## src/rtl/tdc_readout_pkg.sv

```systemverilog
// Shared types and constants for the TDC readout arbiter.
package tdc_readout_pkg;

  typedef enum logic [1:0] {
    IDLE   = 2'd0,
    READ   = 2'd1,
    WAIT   = 2'd2,
    OUTPUT = 2'd3
  } state_t;

  localparam logic [3:0] HDR_NIBBLE = 4'hA;
  localparam int         OUT_W      = 16;

  function automatic int clog2(input int n);
    int r;
    r = 0;
    for (int i = 0; i < 32; i++) begin
      if ((1 << i) < n) r = i + 1;
    end
    return r;
  endfunction

endpackage

```

## src/rtl/tdc_readout_arbiter_rr_pick.sv

```systemverilog
// Combinational round-robin picker: first requesting channel at or above ptr, with wrap.
module tdc_rr_pick
  import tdc_readout_pkg::*;
#(
  parameter int NCH = 4,
  parameter int PW  = 2
) (
  input  logic [NCH-1:0] req,
  input  logic [PW-1:0]  ptr,
  output logic           any,
  output logic [3:0]     idx
);

  logic [PW:0]   w_sum;
  logic [PW-1:0] w_ch;

  // Scan from the far end back toward ptr so the closest request is the last one written.
  always_comb begin
    any   = 1'b0;
    idx   = 4'd0;
    w_sum = '0;
    w_ch  = '0;
    for (int i = NCH - 1; i >= 0; i--) begin
      w_sum = {1'b0, ptr} + (PW + 1)'(i);
      if (w_sum >= (PW + 1)'(NCH)) w_sum = w_sum - (PW + 1)'(NCH);
      w_ch = w_sum[PW-1:0];
      if (req[w_ch]) begin
        any = 1'b1;
        idx = 4'(w_ch);
      end
    end
  end

endmodule

```

## src/rtl/tdc_readout_arbiter.sv

```systemverilog
// Round-robin, burst-limited readout of NCH timegen hit FIFOs onto one tagged 16-bit stream.
module tdc_readout_arbiter
  import tdc_readout_pkg::*;
#(
  parameter int NCH   = 4,
  parameter int DW    = 8,
  parameter int BURST = 4
) (
  input  logic              SYSCLK,
  input  logic              RESET,
  input  logic [NCH-1:0]    ch_enable,
  input  logic [NCH-1:0]    fifo_data_available,
  output logic [NCH-1:0]    read_fifo,
  input  logic [NCH*DW-1:0] fifo_dout,
  output logic [OUT_W-1:0]  out_data,
  output logic              out_valid,
  input  logic              out_ready,
  output logic              busy,
  output logic [15:0]       word_count
);

  localparam int         PW      = (NCH > 1) ? clog2(NCH) : 1;
  localparam logic [7:0] BURST_W = 8'(BURST);

  state_t             r_state;
  logic [PW-1:0]      r_ptr;
  logic [3:0]         r_grant;
  logic [7:0]         r_burst;
  logic [OUT_W-1:0]   r_out_data;
  logic               r_out_valid;
  logic [15:0]        r_word_count;

  logic [NCH-1:0]     w_req;
  logic               w_any;
  logic [3:0]         w_idx;
  logic [PW-1:0]      w_gsel;
  logic [PW-1:0]      w_ptr_nxt;
  logic [7:0]         w_burst_nxt;
  logic               w_more;
  logic [DW-1:0]      w_dout [NCH];

  for (genvar g = 0; g < NCH; g++) begin : g_dout
    assign w_dout[g] = fifo_dout[g*DW +: DW];
  end

  assign w_req       = fifo_data_available & ch_enable;
  assign w_gsel      = r_grant[PW-1:0];
  assign w_ptr_nxt   = (w_gsel == PW'(NCH - 1)) ? '0 : w_gsel + 1'b1;
  assign w_burst_nxt = r_burst + 8'd1;
  assign w_more      = (w_burst_nxt < BURST_W) && fifo_data_available[w_gsel] && ch_enable[w_gsel];

  tdc_rr_pick #(
    .NCH (NCH),
    .PW  (PW)
  ) u_pick (
    .req (w_req),
    .ptr (r_ptr),
    .any (w_any),
    .idx (w_idx)
  );

  // Strobe decoded from the registered state so it is clean for exactly the READ cycle.
  always_comb begin
    read_fifo = '0;
    if (r_state == READ) read_fifo[w_gsel] = 1'b1;
  end

  always_ff @(posedge SYSCLK or posedge RESET) begin
    if (RESET) begin
      r_state      <= IDLE;
      r_ptr        <= '0;
      r_grant      <= 4'd0;
      r_burst      <= 8'd0;
      r_out_data   <= '0;
      r_out_valid  <= 1'b0;
      r_word_count <= 16'd0;
    end else begin
      case (r_state)
        IDLE: begin
          if (w_any) begin
            r_grant <= w_idx;
            r_state <= READ;
          end
        end
        READ: r_state <= WAIT;
        WAIT: begin
          // FIFO is not first-word-fall-through: dout is valid one cycle after the strobe.
          r_out_data  <= {HDR_NIBBLE, r_grant, w_dout[w_gsel]};
          r_out_valid <= 1'b1;
          r_state     <= OUTPUT;
        end
        OUTPUT: begin
          if (out_ready) begin
            r_out_valid  <= 1'b0;
            r_word_count <= r_word_count + 16'd1;
            if (w_more) begin
              r_burst <= w_burst_nxt;
              r_state <= READ;
            end else begin
              r_ptr   <= w_ptr_nxt;
              r_burst <= 8'd0;
              r_state <= IDLE;
            end
          end
        end
      endcase
    end
  end

  assign out_data   = r_out_data;
  assign out_valid  = r_out_valid;
  assign busy       = (r_state != IDLE);
  assign word_count = r_word_count;

endmodule

```

## config.mk

```make
export PLATFORM = sky130hd
export DESIGN_NAME = tdc_readout_arbiter
export DESIGN_NICKNAME = d
export VERILOG_FILES = /design/src/rtl/tdc_readout_pkg.sv /design/src/rtl/tdc_readout_arbiter_rr_pick.sv /design/src/rtl/tdc_readout_arbiter.sv
export SDC_FILE = /design/constraint.sdc
export NUM_CORES = 1
export LEC_CHECK = 0
export ABC_AREA = 1
export BUFFER_PORTS_ARGS = -buffer_cell sky130_fd_sc_hd__buf_2
export CAP_MARGIN = 20
export CORE_MARGIN = 2
export CORE_UTILIZATION = 63
export CTS_CLUSTER_DIAMETER = 30
export DETAILED_ROUTE_END_ITERATION = 7
export PLACE_DENSITY = 0.86
export SLEW_MARGIN = 0
export SYNTH_ARGS = -nofsm -noshare
export SYNTH_HDL_FRONTEND = slang
export SYNTH_HIERARCHICAL = 1
export SYNTH_SLANG_ARGS = --single-unit
```

## constraint.sdc

```tcl
create_clock -name SYSCLK -period 2.1 [get_ports SYSCLK]
set_clock_uncertainty 0.15 [all_clocks]
set_input_delay 0.42 -clock SYSCLK [delete_from_list [all_inputs] [get_ports SYSCLK]]
set_output_delay 0.42 -clock SYSCLK [all_outputs]
set_load 0.005 [all_outputs]
```

==> flow_summary_export.csv <==
group,metric,value,unit
clock_tree,root_buffer,"clkbuf_8",
logic_synthesis,synth_cell_types,36,
logic_synthesis,yosys.area_share.simple,54.2,%
layout,syn2layout_area_growth,22.7,%
clock_tree,cts.clk_slew.worst_paths,0.07,ns
floorplan,initial_utilization,64.6,%
sta,rsz0062_at_grt,"false",
global_routing,met1_usage,48.3,%
clock_tree,cts_sinks,36,
logic_synthesis,ys_warn_count,6,
layout,fill_cells,693,
power_and_ir_drop,cellPowerDensity,521,nW/um^2
critical_path,startpoint_type,"input pin",
global_routing,overflow,0,
logic_synthesis,seq_area_frac_synth,18.1,%
logic_synthesis,yosys.area.top_type,"nand2_1",
floorplan,die_w,92.8,um
clock_tree,cts_resized,0,
critical_path,cp-end-kind,"flop",
routing,wl_per_cell,11.8,um
logic_synthesis,synthXorXnorAreaFrac,3.88,%
routing,drc_errors,0,
logic_synthesis,synth_top_family_by_area,"simple AND/OR/NAND/NOR gates",
global_routing,grt_pass1_wl,24.1,mm
clock_tree,cts_setup_buffers,0,
power_and_ir_drop,p_int,0.00178,W
logic_synthesis,synth_fa_ha_area_share,4.28,%
placed_design,gp_congestion,0.982,
global_routing,met3_usage,6.83,%
routing,drt-initial-drc-count,357,
sta,whs,0.0725,ns
logic_synthesis,synth_compound_gate_area_share,7.98,%
critical_path,crit_required,2.16,ns
logic_synthesis,synthMuxAreaShare,0.453,%
global_routing,grt_use_total,34.5,%
routing,dr.pass1.iters,5,
global_routing,grt_most_used_layer,"met2",
power_and_ir_drop,ir_drop,479,uV
floorplan,io_pins,81,
clock_tree,cts_hold_buf,0,
routing,avgViaCountPerCell,4.82,
routing,wl,14.5,mm
power_and_ir_drop,seqPwrFrac,34.6,%
global_routing,antenna_found_initial,0,
power_and_ir_drop,power.leakage,3.45,nW
logic_synthesis,synth_edf_count,0,
layout,n_antenna_cell,0,
logic_synthesis,ys.flop_type,"dfrtp_1",
critical_path,critPathKind,"input pin to flop",
hold_path,hold_class,"input pin to asynchronous set/reset pin",
power_and_ir_drop,pwr-share-comb,49.0,%
routing,ant_nets,0,
global_routing,grt_pass1_vias,5296,
sta,hold_violations,0,
global_routing,grt_start_max_net_pins,37,
logic_synthesis,synthCells,892,
clock_tree,cts_buffer_depth,2,
placed_design,portBuffers,74,
logic_synthesis,synthArstFlopShare,100,%
critical_path,arrival,1.92,ns
power_and_ir_drop,switchingPower,0.00140,W
logic_synthesis,synthTopCellsByArea,"nand2_1 26%, dfrtp_1 18%, nor2_1 8.8%, inv_1 7.9%, nand3_1 6.8%",
critical_path,worst-path-max-fanout,3,
clock_tree,h-tree-depth,2,
floorplan,die-area,8610,sq um
logic_synthesis,synthTopCellsByCount,"338 x nand2_1, 117 x nor2_1, 104 x inv_1",
sta,slew_viol_final,0,
clock_tree,cts_tree,"built",
logic_synthesis,syn_area_per_cell,5.57,sq um
power_and_ir_drop,pwr-share-clk,16.4,%
clock_tree,cts_made_buffers,5,
routing,vias,5913,
floorplan,fp-row-count,32,
logic_synthesis,yosysMostFrequentCell,"nand2_1",
layout,drive_above_1_share,12.4,%
layout,seqCellArea,901,sq um
global_routing,use_met2,55.1,%
logic_synthesis,yosysTopAreaCellShare,25.5,%
logic_synthesis,synth.ff_latch_count,36,
sta,post-route-period-util,88.6,%
run_status,run_status,"finished, final reports clean",
floorplan,die_y,92.8,um
sta,fin_setup_tns,0,ns
clock_tree,clk-insertion-delay-late,0.29,ns
sta,fmax,537,MHz
layout,multi_input_area,4150,sq um
floorplan,coreArea,7690,sq um
sta,setup_viol,0,
layout,nets,1184,
flow_run,drv_cap,0,
placed_design,dp_hpwl,11.6,mm
sta,period_needed,1.86,ns
logic_synthesis,syn-cell-area,4970,sq um
power_and_ir_drop,swShare,43.9,%
-- worst max-delay path, cell delays in order --
cell,delay [ns]
buf_2,0.09
nand2_1,0.07
inv_1,0.07
nand2_1,0.08
o21ai_0,0.10
inv_1,0.13
nor2_1,0.06
a21oi_1,0.23
nand2_1,0.08
o21ai_0,0.09
a21oi_1,0.08
o21ai_0,0.22
nor2_1,0.09
a21oi_1,0.12
-- cell usage in the layout (no fill, tap or decap) --
master,instances
a21oi_1,12
a31oi_1,3
and2_1,1
buf_2,74
buf_4,7
clkbuf_1,1
clkbuf_8,6
clkinv_1,2
clkinvlp_4,1
conb_1,168
dfrtp_1,36
ha_1,17
inv_1,104
inv_2,1
mux2_2,2
nand2_1,338
nand2_2,13
nand2_4,4
nand3_1,68
nand3_2,3
nand3b_1,5
nand4_1,19
nor2_1,117
nor2_2,14
nor2_4,12
nor2_8,1
nor3_1,6
nor3_4,1
nor3b_1,1
nor4_1,4
o21ai_0,47
o21ai_1,6
o21bai_1,2
o22ai_1,6
or2_2,1
xnor2_1,5
xor2_1,17
-- state kept, by name, summed over array words and instances (netlist names) --
name,flops
out_valid,1
word_count,16
r_state,2
out_data,13
r_grant,4
-- per-stage QoR --
stage / area [sq um] / power, W / cells / util [%] / setup WS, ns
floorplan: 5600 / 0.00217 / 1059 / - / 0.200
global placement: 6000 / 0.00252 / 1219 / 78.1 / 0.174
detailed placement: 6000 / 0.00257 / 1219 / 78.1 / 0.0534
CTS: 6100 / 0.00310 / 1227 / 79.3 / 0.304
global route: 6100 / 0.00348 / 1227 / 79.3 / 0.0692
finish: 6100 / 0.00318 / 1227 / 79.3 / 0.239
-- logic make-up (layout without fill, tap and decap cells) --
group,Yosys count,in the layout
flip-flops,36,36
multiplexers,2,2
XOR/XNOR,22,22
AO/OA/AOI/OAI,76,76
AND/OR/NAND/NOR,608,608
other,1,168
buffers and inverters,130,196
adder cells (fa/ha/maj),17,17
-- final timing paths --
kind                                        start             end  slack, ns  depth (start not counted)
setup / recovery           fifo_data_available[2]      r_grant[1]       0.24                         14
hold / removal                              RESET    out_data[13]       0.07                          3
hold reg to reg                       out_data[6]     out_data[6]       0.33                          2
setup reg to reg                       r_state[1]  word_count[13]       0.50                          6
max in group asynchronous                   RESET  word_count[15]       1.40                          3
min in group SYSCLK                  fifo_dout[5]     out_data[5]       0.28                          3
-- area by class of cell --
type	count	share of cell area, %
multi-input cells	893	68.1
flip-flops and latches	36	14.8
repair buffers	81	6.94
inverters	107	6.59
well taps	102	2.09
clock buffers	7	1.42
clock inverters	1	0.123
-- per-layer routing --
metal  vias up  wire length (um)
met5         -                 0
met4         0               218
met3        25              1500
met2       253              6420
met1      2547              6360
li1       3088                 -
-- power groups by stage --
stage / clock network [W] / registers [W] / logic (W)
after floorplan: 0 / 0.00108 / 0.00109
after global placement: 0 / 0.00109 / 0.00142
after detailed placement: 0 / 0.00111 / 0.00146
after CTS: 0.000527 / 0.00110 / 0.00147
after global routing: 0.000562 / 0.00113 / 0.00179
final: 0.000521 / 0.00110 / 0.00156
Power figures use the tool's default switching activity.
